File: src/rtl/sprite_compositor.sv
// Multi-sprite compositor: frame-shadowed sprite attributes, priority mixing over
// the background, full-screen overlay and per-frame player collision flags.
module sprite_compositor #(
  parameter int NUM_SPRITES = 4,
  parameter int SPR_W       = 20,
  parameter int SPR_H       = 24,
  parameter int ADDR_W      = 13,
  parameter int TRANSP      = 0
) (
  input  logic                          Clk,
  input  logic                          Reset_n,
  input  logic [9:0]                    DrawX,
  input  logic [9:0]                    DrawY,
  input  logic [10*NUM_SPRITES-1:0]     spr_x,
  input  logic [10*NUM_SPRITES-1:0]     spr_y,
  input  logic [NUM_SPRITES-1:0]        spr_en,
  input  logic [NUM_SPRITES-1:0]        spr_flip,
  output logic [ADDR_W*NUM_SPRITES-1:0] rom_addr,
  input  logic [4*NUM_SPRITES-1:0]      rom_data,
  input  logic [3:0]                    bg_idx,
  input  logic                          overlay_en,
  input  logic [3:0]                    overlay_idx,
  output logic [3:0]                    color_idx,
  output logic [NUM_SPRITES-1:0]        collide
);

  localparam int N = NUM_SPRITES;
  localparam logic [3:0] TRANSP_IDX = 4'(TRANSP);

  logic           at_origin;
  logic           frame_seen;
  logic           fs;
  logic [10*N-1:0] sx_q;
  logic [10*N-1:0] sy_q;
  logic [N-1:0]   sen_q;
  logic [N-1:0]   sflip_q;
  logic [N-1:0]   hit;
  logic [10:0]    px;
  logic [10:0]    py;

  assign at_origin = (DrawX == 10'd0) && (DrawY == 10'd0);
  assign fs        = at_origin && !frame_seen;
  assign px        = {1'b0, DrawX};
  assign py        = {1'b0, DrawY};

  // Attributes are latched once per frame so software writes never tear a frame
  always_ff @(posedge Clk or negedge Reset_n) begin
    if (!Reset_n) begin
      frame_seen <= 1'b0;
      sx_q       <= '0;
      sy_q       <= '0;
      sen_q      <= '0;
      sflip_q    <= '0;
    end else begin
      frame_seen <= at_origin;
      if (fs) begin
        sx_q    <= spr_x;
        sy_q    <= spr_y;
        sen_q   <= spr_en;
        sflip_q <= spr_flip;
      end
    end
  end

  // Stage 0: hit test and ROM addressing (11-bit compares keep right edges past 1023 from wrapping)
  for (genvar g = 0; g < N; g++) begin : g_spr
    logic [10:0]       x0;
    logic [10:0]       y0;
    logic [9:0]        dx;
    logic [9:0]        dy;
    logic [ADDR_W-1:0] col;
    logic [ADDR_W-1:0] lin;

    assign x0 = {1'b0, sx_q[10*g +: 10]};
    assign y0 = {1'b0, sy_q[10*g +: 10]};
    assign hit[g] = sen_q[g] && (px >= x0) && (px < x0 + 11'(SPR_W)) &&
                    (py >= y0) && (py < y0 + 11'(SPR_H));
    assign dx  = DrawX - sx_q[10*g +: 10];
    assign dy  = DrawY - sy_q[10*g +: 10];
    assign col = sflip_q[g] ? ADDR_W'(SPR_W - 1) - ADDR_W'(dx) : ADDR_W'(dx);
    assign lin = ADDR_W'(dy) * ADDR_W'(SPR_W) + col;
    assign rom_addr[ADDR_W*g +: ADDR_W] = hit[g] ? lin : '0;
  end

  // Stage 1: align side-band data with the synchronous ROM read
  logic [N-1:0] hit_p1;
  logic [3:0]   bg_p1;
  logic [3:0]   ov_idx_p1;
  logic         ov_en_p1;
  logic         fs_p1;

  always_ff @(posedge Clk or negedge Reset_n) begin
    if (!Reset_n) begin
      hit_p1    <= '0;
      bg_p1     <= '0;
      ov_idx_p1 <= '0;
      ov_en_p1  <= 1'b0;
      fs_p1     <= 1'b0;
    end else begin
      hit_p1    <= hit;
      bg_p1     <= bg_idx;
      ov_idx_p1 <= overlay_idx;
      ov_en_p1  <= overlay_en;
      fs_p1     <= fs;
    end
  end

  // Stage 2: priority mix, overlay and collision accumulation
  logic [N-1:0] op;
  logic [N-1:0] contrib;
  logic [N-1:0] acc_q;
  logic [3:0]   color_nxt;

  always_comb begin
    op        = '0;
    contrib   = '0;
    color_nxt = bg_p1;
    // Walk from the highest index down so the lowest opaque sprite wins
    for (int i = N - 1; i >= 0; i--) begin
      op[i] = hit_p1[i] && (rom_data[4*i +: 4] != TRANSP_IDX);
      if (op[i]) color_nxt = rom_data[4*i +: 4];
    end
    for (int i = 1; i < N; i++) contrib[i] = op[0] && op[i];
    if (ov_en_p1 && (ov_idx_p1 != TRANSP_IDX)) color_nxt = ov_idx_p1;
  end

  always_ff @(posedge Clk or negedge Reset_n) begin
    if (!Reset_n) begin
      color_idx <= '0;
      collide   <= '0;
      acc_q     <= '0;
    end else begin
      color_idx <= color_nxt;
      // The frame-start pixel itself still belongs to the frame being closed
      if (fs_p1) begin
        collide <= acc_q | contrib;
        acc_q   <= '0;
      end else begin
        acc_q   <= acc_q | contrib;
      end
    end
  end

endmodule
File: config.mk
export PLATFORM = sky130hd
export DESIGN_NAME = sprite_compositor
export DESIGN_NICKNAME = d
export VERILOG_FILES = /design/src/rtl/sprite_compositor.sv
export SDC_FILE = /design/constraint.sdc
export NUM_CORES = 1
export LEC_CHECK = 0
export CORE_ASPECT_RATIO = 1.1
export CORE_MARGIN = 2
export CORE_UTILIZATION = 35
export CTS_CLUSTER_DIAMETER = 60
export CTS_CLUSTER_SIZE = 24
export DETAILED_ROUTE_END_ITERATION = 8
export HOLD_SLACK_MARGIN = 0.15
export PLACE_DENSITY = 0.67
export SYNTH_ARGS = -nofsm -noshare
export SYNTH_HDL_FRONTEND = slang
export SYNTH_SLANG_ARGS = --single-unit
File: constraint.sdc
create_clock -name Clk -period 7.7 [get_ports Clk]
set_clock_uncertainty 0.15 [all_clocks]
set_input_delay 1.54 -clock Clk [delete_from_list [all_inputs] [get_ports Clk]]
set_output_delay 1.54 -clock Clk [all_outputs]
set_load 0.05 [all_outputs]
==> metrics list <==
* Aggregate global-route resource usage: 21.2%
- After detailed routing, the total wire length is 42400 um.
- The synthesized netlist occupies a cell area of about 13000 um^2.
- Highest attainable clock frequency: 133 MHz
* Average wire length per cell after detail routing: 17.1 um
* Number of max-cap violations: 0
- Clock Pin Slew Worst Setup and Hold Paths: 50 ps
- Data arrival time of the critical path: 5850 ps
- The initialized floorplan defines 75 standard-cell rows.
- The clock passes through at most 2 buffers.
- Commonest cells in the netlist: sky130_fd_sc_hd__ha_1 (244), sky130_fd_sc_hd__nand2_1 (144), sky130_fd_sc_hd__o21ai_0 (144), sky130_fd_sc_hd__xnor2_1 (144), sky130_fd_sc_hd__inv_1 (139)
- IO Pins: 195
- The detail route stage leaves a number of antenna-violating nets equal to 0.
- The startpoint identified for the worst hold timing path is acc_q[2].
- Slack of the worst reg-to-reg path: 4250 ps
- In this run, the number of DRC markers left after iteration 0 of detailed routing was 575.
- Cell with the most instances after synthesis: sky130_fd_sc_hd__ha_1
- Critical path capture point type: primary output
* Net switching fraction of the power: 33.7%
* Kind of start point of the critical path: input port
- The share of the Yosys chip area taken by registers is 21.0%.
- In this run, CTS created clock tree buffers numbering 17.
* CTS Hold Bufs: 0
- In this run the power density over the cells is 138 nW/um^2.
- Top routing layer in use: met4
* Fraction of final layout cells with drive strength greater than 1: 19.9%
- Sequential share of power: 23.1%
- Hold timing on the final database bottoms out at a slack of 326 ps.
- The most used flip-flop cell after synthesis is sky130_fd_sc_hd__dfrtp_1.
* Core region area: between 30000 and 40000 um^2
- Counting flops with a built-in enable in the synthesized netlist gives 0.
- Detailed placement ended at an HPWL of 33700 um.
* Syn Area/Cell: 8.42 um^2
* Cell Int Power: between 1.5 and 2 mW
* Total global routing overflow: 0
* Via count of the first global-routing pass: ~13000
- TritonCTS clock tree: yes
- OpenSTA, run right after detailed placement, puts the worst setup slack at -307 ps.
- # setup viols final: 0
- Instance count along the most critical hold path: 2
* Outcome: finished clean
* Overall die area: 40100 um^2
* Source of the worst register-to-register timing path: sx_q[10]
* Fin. max-slew vios: 0
* Global-route wire length before repair: between 60000 and 70000 um
- Using the TritonRoute via totals, the vias-per-cell ratio works out to between 5 and 6.
- Root Buffer Master: sky130_fd_sc_hd__clkbuf_16
* Cells taking the most area after synthesis: sky130_fd_sc_hd__ha_1 (23%), sky130_fd_sc_hd__dfrtp_1 (21%), sky130_fd_sc_hd__xnor2_1 (9.4%), sky130_fd_sc_hd__o21ai_0 (5.4%), sky130_fd_sc_hd__nand2_1 (4.0%)
* Met2 Routed Length: 20800 um
* Hold Crit Endpoint: acc_q[2]
* Kind of path behind the tightest hold check: reg -> reg
- Yosys warns: 0
- sky130_fd_sc_hd__ha_1 takes more of the synthesized area than any other cell.
* Tot Pwr: 2.60 mW
* FF-to-FF path depth: 11
- The worst pin sits at a relative slew slack of roughly 28%.
* Number of distinct library cells after synthesis: 65
* Number of buffers inserted by port buffering: 193
* Measured slew at the worst slew-check pin: around 1100 ps
- Total vias in the final route: between 10000 and 15000
* Crit Path Category: in -> out
* Post-Route M1 WL: 18100 um
* Maximum net fanout on the critical path: 4
- IR analysis of the VDD net gives a maximum drop of about 130 uV.
* Insertion delay of the later-clocked pin in the worst-skew pair: between 400 and 500 ps
- Synthesis produced a netlist whose cell count is 1600.
- Leak pwr: 8.80 nW
- Power dissipated by switching net loads: just under 0.9 mW
- Setup total negative slack on the finished layout was measured at 0 ps.
- Final worst slack: 162 ps
- For this run, design rule violations remaining after detail routing come to 0.
* Routed met3 length: 1770 um
- Area share of the largest cell type after synthesis: 22.7%
- Crit path time final: 7540 ps
- Final-stage net count: roughly 2400
- Initial antenna violation count: 0
* Chip Height: between 200 and 250 um
- The number of nets in the synthesized netlist is 1995.
* Clock group share of total power: 30.6%
* Critical path data required time: between 6000 and 7000 ps
* Die outline width: 191 um
- Worst reg2reg path endpoint: hit_p1[1]
- The final hold violation count was 0.
- Area growth syn-to-layout: 39.4%
- In this run, the combinational gates consume 46.2% of the power.
* Final Wtd Congestion: 0.886
- The first detailed-routing pass ran for 5 iterations.
* Effective utilization at floorplan: 35.4%
* Post-route fraction of the period consumed by the critical path: 97.9%
* H-tree Lvls: 4
* Post-synth ARST share: 100%
- N_diodes: 0
- In this run, synthesis produced a sequential element count of 113.
- Entering global routing, the biggest net connects 116 pins.
* # clock sinks: 113
## power groups by stage
stage | Combinational (mW) | Clock (mW) | Sequential [mW]
floorplan | 0.615 | 0 | 0.617
global placement | 1.05 | 0 | 0.611
detailed placement | 1.07 | 0 | 0.611
CTS | 1.10 | 0.810 | 0.601
global route | 1.33 | 0.834 | 0.601
finish | 1.20 | 0.797 | 0.601
## state kept, by name, indices dropped and copies added (netlist names)
register,cells
collide,3
fs_p1,1
hit_p1,4
acc_q,3
sen_q,4
frame_seen,1
bg_p1,4
ov_idx_p1,4
sflip_q,4
ov_en_p1,1
sx_q,40
sy_q,40
color_idx,4
## how the worst max path moves through the flow
| stage | from | to |
|---|---|---|
| 2_1_floorplan | DrawY[0] | rom_addr[8] |
| 3_3_place_gp | DrawY[0] | rom_addr[25] |
| 3_5_place_dp | DrawY[0] | rom_addr[38] |
| 4_1_cts | DrawY[1] | rom_addr[38] |
| 5_1_grt | DrawY[2] | rom_addr[38] |
| 6_report | DrawX[1] | rom_addr[25] |
## critical path: stages
cell	delay, ps
sky130_fd_sc_hd__clkdlybuf4s50_1	400
sky130_fd_sc_hd__buf_4	180
sky130_fd_sc_hd__ha_1	340
sky130_fd_sc_hd__nor2b_4	140
sky130_fd_sc_hd__o31a_1	240
sky130_fd_sc_hd__buf_4	150
sky130_fd_sc_hd__o31ai_4	170
sky130_fd_sc_hd__buf_4	140
sky130_fd_sc_hd__a21oi_2	50
sky130_fd_sc_hd__xor2_1	190
sky130_fd_sc_hd__o41a_1	480
sky130_fd_sc_hd__or4_4	600
sky130_fd_sc_hd__ha_1	330
sky130_fd_sc_hd__a21o_1	170
sky130_fd_sc_hd__a31oi_2	150
sky130_fd_sc_hd__xnor2_1	160
sky130_fd_sc_hd__xnor2_1	160
sky130_fd_sc_hd__nor2_2	70
sky130_fd_sc_hd__buf_12	180
## placed cells by master, fill, tap and decap left out, types with 70 or more instances in the layout
master and count:
sky130_fd_sc_hd__nor2_1 99, sky130_fd_sc_hd__dfrtp_1 113, sky130_fd_sc_hd__buf_4 197, sky130_fd_sc_hd__inv_1 137, sky130_fd_sc_hd__nand2_1 144, sky130_fd_sc_hd__xnor2_1 135, sky130_fd_sc_hd__o21ai_0 126, sky130_fd_sc_hd__a21oi_1 70
sky130_fd_sc_hd__ha_1 227, sky130_fd_sc_hd__clkdlybuf4s50_1 138
## kinds of logic (layout without fill, tap and decap cells)
family	count (synthesis)	in the layout	share of synthesized area, %
simple gates	408	408	14.3
other cells	1	1	0.0278
fa+ha+maj	260	260	25.0
mux	21	21	1.71
compound gates	430	430	20.2
xor+xnor	201	201	13.1
flops	113	113	21.0
buf+inv	166	549	4.65
## stage by stage
stage | std cells | instance area [um^2] | util, %
5_1_grt | 2483 | 18800 | 49.4
3_5_place_dp | 2436 | 17500 | 46.1
3_3_place_gp | 2436 | 17500 | 46.1
2_1_floorplan | 1600 | 13500 | -
6_report | 2483 | 18800 | 49.4
4_1_cts | 2474 | 18200 | 48.0
## layer usage
| metal | up-vias | global-route usage [%] |
|---|---|---|
| met5 | - | 0 |
| met4 | 0 | 9.12 |
| met3 | 88 | 2.98 |
| met2 | 283 | 37.4 |
| met1 | 6242 | 25.5 |
| li1 | 6420 | - |
## cell type report
type | count | area, um^2
Inverter | 139 | 522
Clock buffer | 20 | 447
Timing Repair Buffer | 378 | 3670
Clock inverter | 12 | 135
Sequential cell | 113 | 2830
Tap cell | 500 | 626
Fill cell | 3574 | 19200
Multi-Input combinational cell | 1321 | 10500
## what timing repair did
item,in CTS,in global routing
setup buffers,6,9
pin swaps,16,68
resized for setup,36,95
setup endpoints to repair,12,13
Power figures use the tool's default switching activity.
==> edit 1 (same flow settings) <==
Reset style: synchronous (`Reset_n`), changed in 3 clocked blocks.
--- a/src/rtl/sprite_compositor.sv
+++ b/src/rtl/sprite_compositor.sv
@@ -44,7 +44,7 @@
   assign py        = {1'b0, DrawY};
 
   // Attributes are latched once per frame so software writes never tear a frame
-  always_ff @(posedge Clk or negedge Reset_n) begin
+  always_ff @(posedge Clk) begin
     if (!Reset_n) begin
       frame_seen <= 1'b0;
       sx_q       <= '0;
@@ -89,7 +89,7 @@
   logic         ov_en_p1;
   logic         fs_p1;
 
-  always_ff @(posedge Clk or negedge Reset_n) begin
+  always_ff @(posedge Clk) begin
     if (!Reset_n) begin
       hit_p1    <= '0;
       bg_p1     <= '0;
@@ -124,7 +124,7 @@
     if (ov_en_p1 && (ov_idx_p1 != TRANSP_IDX)) color_nxt = ov_idx_p1;
   end
 
-  always_ff @(posedge Clk or negedge Reset_n) begin
+  always_ff @(posedge Clk) begin
     if (!Reset_n) begin
       color_idx <= '0;
       collide   <= '0;
Formal check against the unedited RTL: not equivalent (Yosys sat finds a counterexample within 4 cycles, from zero or initial values and one cycle with Reset_n low; the reset may be asserted at any time).
==> edit 1 against the unedited design <==
Fmax up 0.57%; critical path type unchanged; critical path depth rose by 5; core utilization grew 0.33 points; clock power fell by 2%; final area increased by 3.5%; power grew 17%; largest cell class unchanged; combinational power increased by 39%; wire length is 5.3% higher; first-iteration DRC count increased by 3.5%; synthesized area grew 2.5%; critical endpoint is now rom_addr[38]; sequential cell count unchanged; worst setup slack better by 43 ps.
==> edit 1: results (changes against the unedited design) <==
Worst R2R Start=sy_q[13]; largest net degree at the start of global routing=63 (-46%); outcome=finished clean; Detailed Route Iter0 Violations=595 (+3.5%); routed wire length=44660 µm (+5.3%); slowest stage delay, CP=420 ps (-180 ps); Syn Area/Cell=7.586 µm² (-9.9%); mean number of vias per cell=5.266 (+0.33%); critical path startpoint=DrawY[0]; predominant post-synthesis flop cell=dfxtp_1; peak supply drop=163.4 µV (+27%); post-CTS resize count=65 (+81%); Area after DPL=18120 µm² (+3.4%); critical path's slowest cell=fa_2; first-pass GRT wire length=69990 µm (+4.7%); asr flop ratio synth=0% (-100 points); flop-to-flop setup slack=3880 ps (-370 ps); synth cell count leaders=253 x nand2_1, 244 x ha_1, 195 x a21oi_1, 146 x inv_1, 128 x xnor2_1; GP Congestion=0.9032 (+1.9%); Crit path max-delay family=adder cells; Synthesized Nets=2215 (+11%); Final HPWL DP=35150 µm (+4.2%); Seq/Total Area, Yosys=16.39% (-4.6 points); final non-filler cell total=2733 (+10%); arrival time at the worst endpoint=5800 ps (-50 ps); fin crit share=97.33% (-0.56 points); Final #Nets=2606 (+10%); CP Max Fanout=3 (-1); R2R Path End=hit_p1[1]; setup repair bufs after CTS=5 (-1)
==> edit 1: per-stage QoR <==
step           util (%)  total power (W)  hold slack [ps]
6_report          49.72         0.003042            306.3
3_3_place_gp      46.37         0.002072            289.2
5_1_grt           49.71         0.003245            328.4
3_5_place_dp      46.37         0.002101            297.5
4_1_cts           48.36         0.002933            306.1
2_1_floorplan         -         0.001513            267.6
==> edit 1: cell families (layout without fill, tap and decap cells) <==
family / after synthesis / in the layout / share of synthesized area [%]
AND/OR/NAND/NOR: 585 / 585 / 19.33
flip-flops: 113 / 113 / 16.39
other: 1 / 3 / 0.02716
XOR/XNOR: 187 / 187 / 12.16
multiplexers: 4 / 4 / 0.2991
buffers and inverters: 194 / 598 / 5.347
adder cells (fa/ha/maj): 260 / 260 / 24.43
AO/OA/AOI/OAI: 476 / 476 / 22.01
==> edit 1: area by class of cell <==
cell class | instances | area (µm²)
Multi-Input combinational cell | 1513 | 11450
Timing Repair Buffer | 420 | 3961
Clock inverter | 12 | 108.9
Inverter | 146 | 554.3
Fill cell | 3699 | 19650
Tap cell | 507 | 634.4
Clock buffer | 20 | 456.7
Sequential cell | 113 | 2262
Antenna cell | 2 | 5.005
==> edit 1: per-layer routing <==
metal,vias to the layer above,GRT usage (%),wire [µm]
met5,-,0,57
met4,8,7.318,1078
met3,87,5.140,2922
met2,386,38.36,22100
met1,6695,23.90,18500
li1,7216,-,-
==> edit 1: power breakdown <==
part | total [W] | internal [W] | switching, W | leakage (nW)
clock | 0.000779 | 0.000460 | 0.000319 | 0.264
sequential | 0.000590 | 0.000588 | 0.00000181 | 0.913
combinational | 0.00167 | 0.000893 | 0.000781 | 6.62
total | 0.00304 | 0.00194 | 0.00110 | 7.80
==> edit 2 (same settings) <==
Made on the original files. Change the parameter `NUM_SPRITES` from 4 to 3.
--- a/src/rtl/sprite_compositor.sv
+++ b/src/rtl/sprite_compositor.sv
@@ -1,7 +1,7 @@
 // Multi-sprite compositor: frame-shadowed sprite attributes, priority mixing over
 // the background, full-screen overlay and per-frame player collision flags.
 module sprite_compositor #(
-  parameter int NUM_SPRITES = 4,
+  parameter int NUM_SPRITES = 3,
   parameter int SPR_W       = 20,
   parameter int SPR_H       = 24,
   parameter int ADDR_W      = 13,
Ports: changed (7 resized); port bits go from 195 to 155. The function was not compared with the original's and may differ.
==> edit 2 against the unedited design <==
Worst setup slack gained 78 ps; power shrank 29%; first-iteration DRC count decreased by 23%; sequential cell count shrank 25; sequential power shrank 22%; count of clock-buffer cells in the layout down 11; register-to-register slack better by 120 ps; fmax up 1.0%; clock power down 39%; synthesized area down 23%; wire length fell by 30%; final area fell by 25%; core utilization is 1.8 points lower; via count down 24%; largest cell class unchanged.
==> edit 2: results (changes against the unedited design) <==
outcome=finished clean; hold_sp=acc_q[2]; mean number of vias per cell=5.213 (-0.69%); slowest stage delay, CP=560 ps (-40 ps); Seq/Total Area, Yosys=21.15% (+0.16 points); Slew headroom=23.12% (-4.4 points); asr flop ratio synth=100.0% (unchanged); htree depth=3 (-1); Lkg Pwr=6.558 nW (-25%); synth cell count leaders=183 x ha_1, 120 x inv_1, 115 x o21ai_0, 108 x nand2_1, 93 x a21oi_1; first-pass GRT wire length=47260 µm (-29%); largest cells by area after synthesis=ha_1 22%, dfrtp_1 21%, xnor2_1 7.7%; Synthesized Nets=1563 (-22%); Tot GR Track Use=18.79% (-2.4 points); Setup crit end=rom_addr[11]; Final #Nets=1828 (-23%); critical path startpoint=DrawX[2]; CP Max Fanout=6 (+2); R2R cell count=12 (+1); Clk Latency, worst-skew pair=350 ps (-90 ps); Synth cell types=64 (-1.5%); DR WL met2=13860 µm (-33%); FF/Latch Area=2202 µm² (-22%); fmax=134.1 MHz (+1.0%); placed cells=1882 (-23%); arrival time at the worst endpoint=5770 ps (-80 ps); number of global-route vias before repair=9693 (-27%); routed wire length=29720 µm (-30%); Placement Setup Slack=-199.5 ps (+107.5 ps); critical path's slowest cell=clkdlybuf4s50_1; Detailed Route Iter0 Violations=443 (-23%); largest net degree at the start of global routing=118 (+1.7%); met1 wire length=13940 µm (-23%); Worst R2R Start=sy_q[23]; Fillers=2812 (-21%); GR Util met2=32.02% (-5.3 points); fraction of layout instances using a drive strength above 1=15.05% (-4.9 points); vias=9915 (-24%); Final HPWL DP=24240 µm (-28%); met3 Usage GRT=2.692% (-0.28 points); top flop regs=sx_q (30), sy_q (30); met1 Use GR=24.65% (-0.87 points); clock-pin slew on the worst setup and hold paths=70 ps (+20 ps); Area after DPL=13450 µm² (-23%); R2R Path End=hit_p1[2]; Worst Hold Slack=338.1 ps (+11.92 ps); met3 wire length=1261 µm (-29%); buffers added on ports=153 (-21%); Num CTS Buffers=9 (-8)
[edit 2: cell types whose count changed in the layout (fill, tap and decap cells not counted), sizes merged, moves of 13 or more]
cell | unedited run | this run
and2 | 16 | 1
ha | 244 | 183
dfrtp | 113 | 88
a21o | 50 | 26
inv | 140 | 122
xnor2 | 144 | 92
nor2b | 26 | 13
buf | 235 | 146
nor4 | 24 | 10
nand2 | 144 | 108
o21ai | 147 | 116
nor2 | 101 | 83
[edit 2: cell type report]
class / instances / share of cell area, %
timing repair buffer: 278 / 19.05
clock buffer: 9 / 1.608
inverter: 120 / 3.217
tap: 374 / 3.342
sequential: 88 / 15.73
clock inverter: 6 / 0.6612
multi-input combinational: 1027 / 56.40
[edit 2: timing repair]
| item | in CTS | in global routing |
|---|---|---|
| setup endpoints to repair | 6 | 12 |
| pin swaps | 9 | 29 |
| buffers inserted | 1 | 4 |
| gates resized for setup | 24 | 46 |
[edit 2: worst reg2reg max path: stages, from the launching register on]
cell and delay (ps):
dfrtp_1 420, inv_1 110, ha_1 250, nor3_1 190, xnor2_1 150, ha_1 260
a21o_1 160, a21o_1 170, a21oi_1 180, o221ai_1 120, or4_1 710, buf_4 250
nor2_1 130
[edit 2: cells by family after synthesis]
logic type	share of synthesized area [%]
compound gates	21.33
simple gates	14.29
flops	21.15
other cells	0.03602
mux	1.695
fa+ha+maj	24.30
buf+inv	5.228
xor+xnor	11.96
[edit 2: report_power, final]
group	internal [W]	switching [W]	total, W	leakage (nW)
registers	0.000466	0.00000160	0.000468	0.903
clock network	0.000285	0.000205	0.000490	0.149
logic	0.000473	0.000421	0.000894	5.51
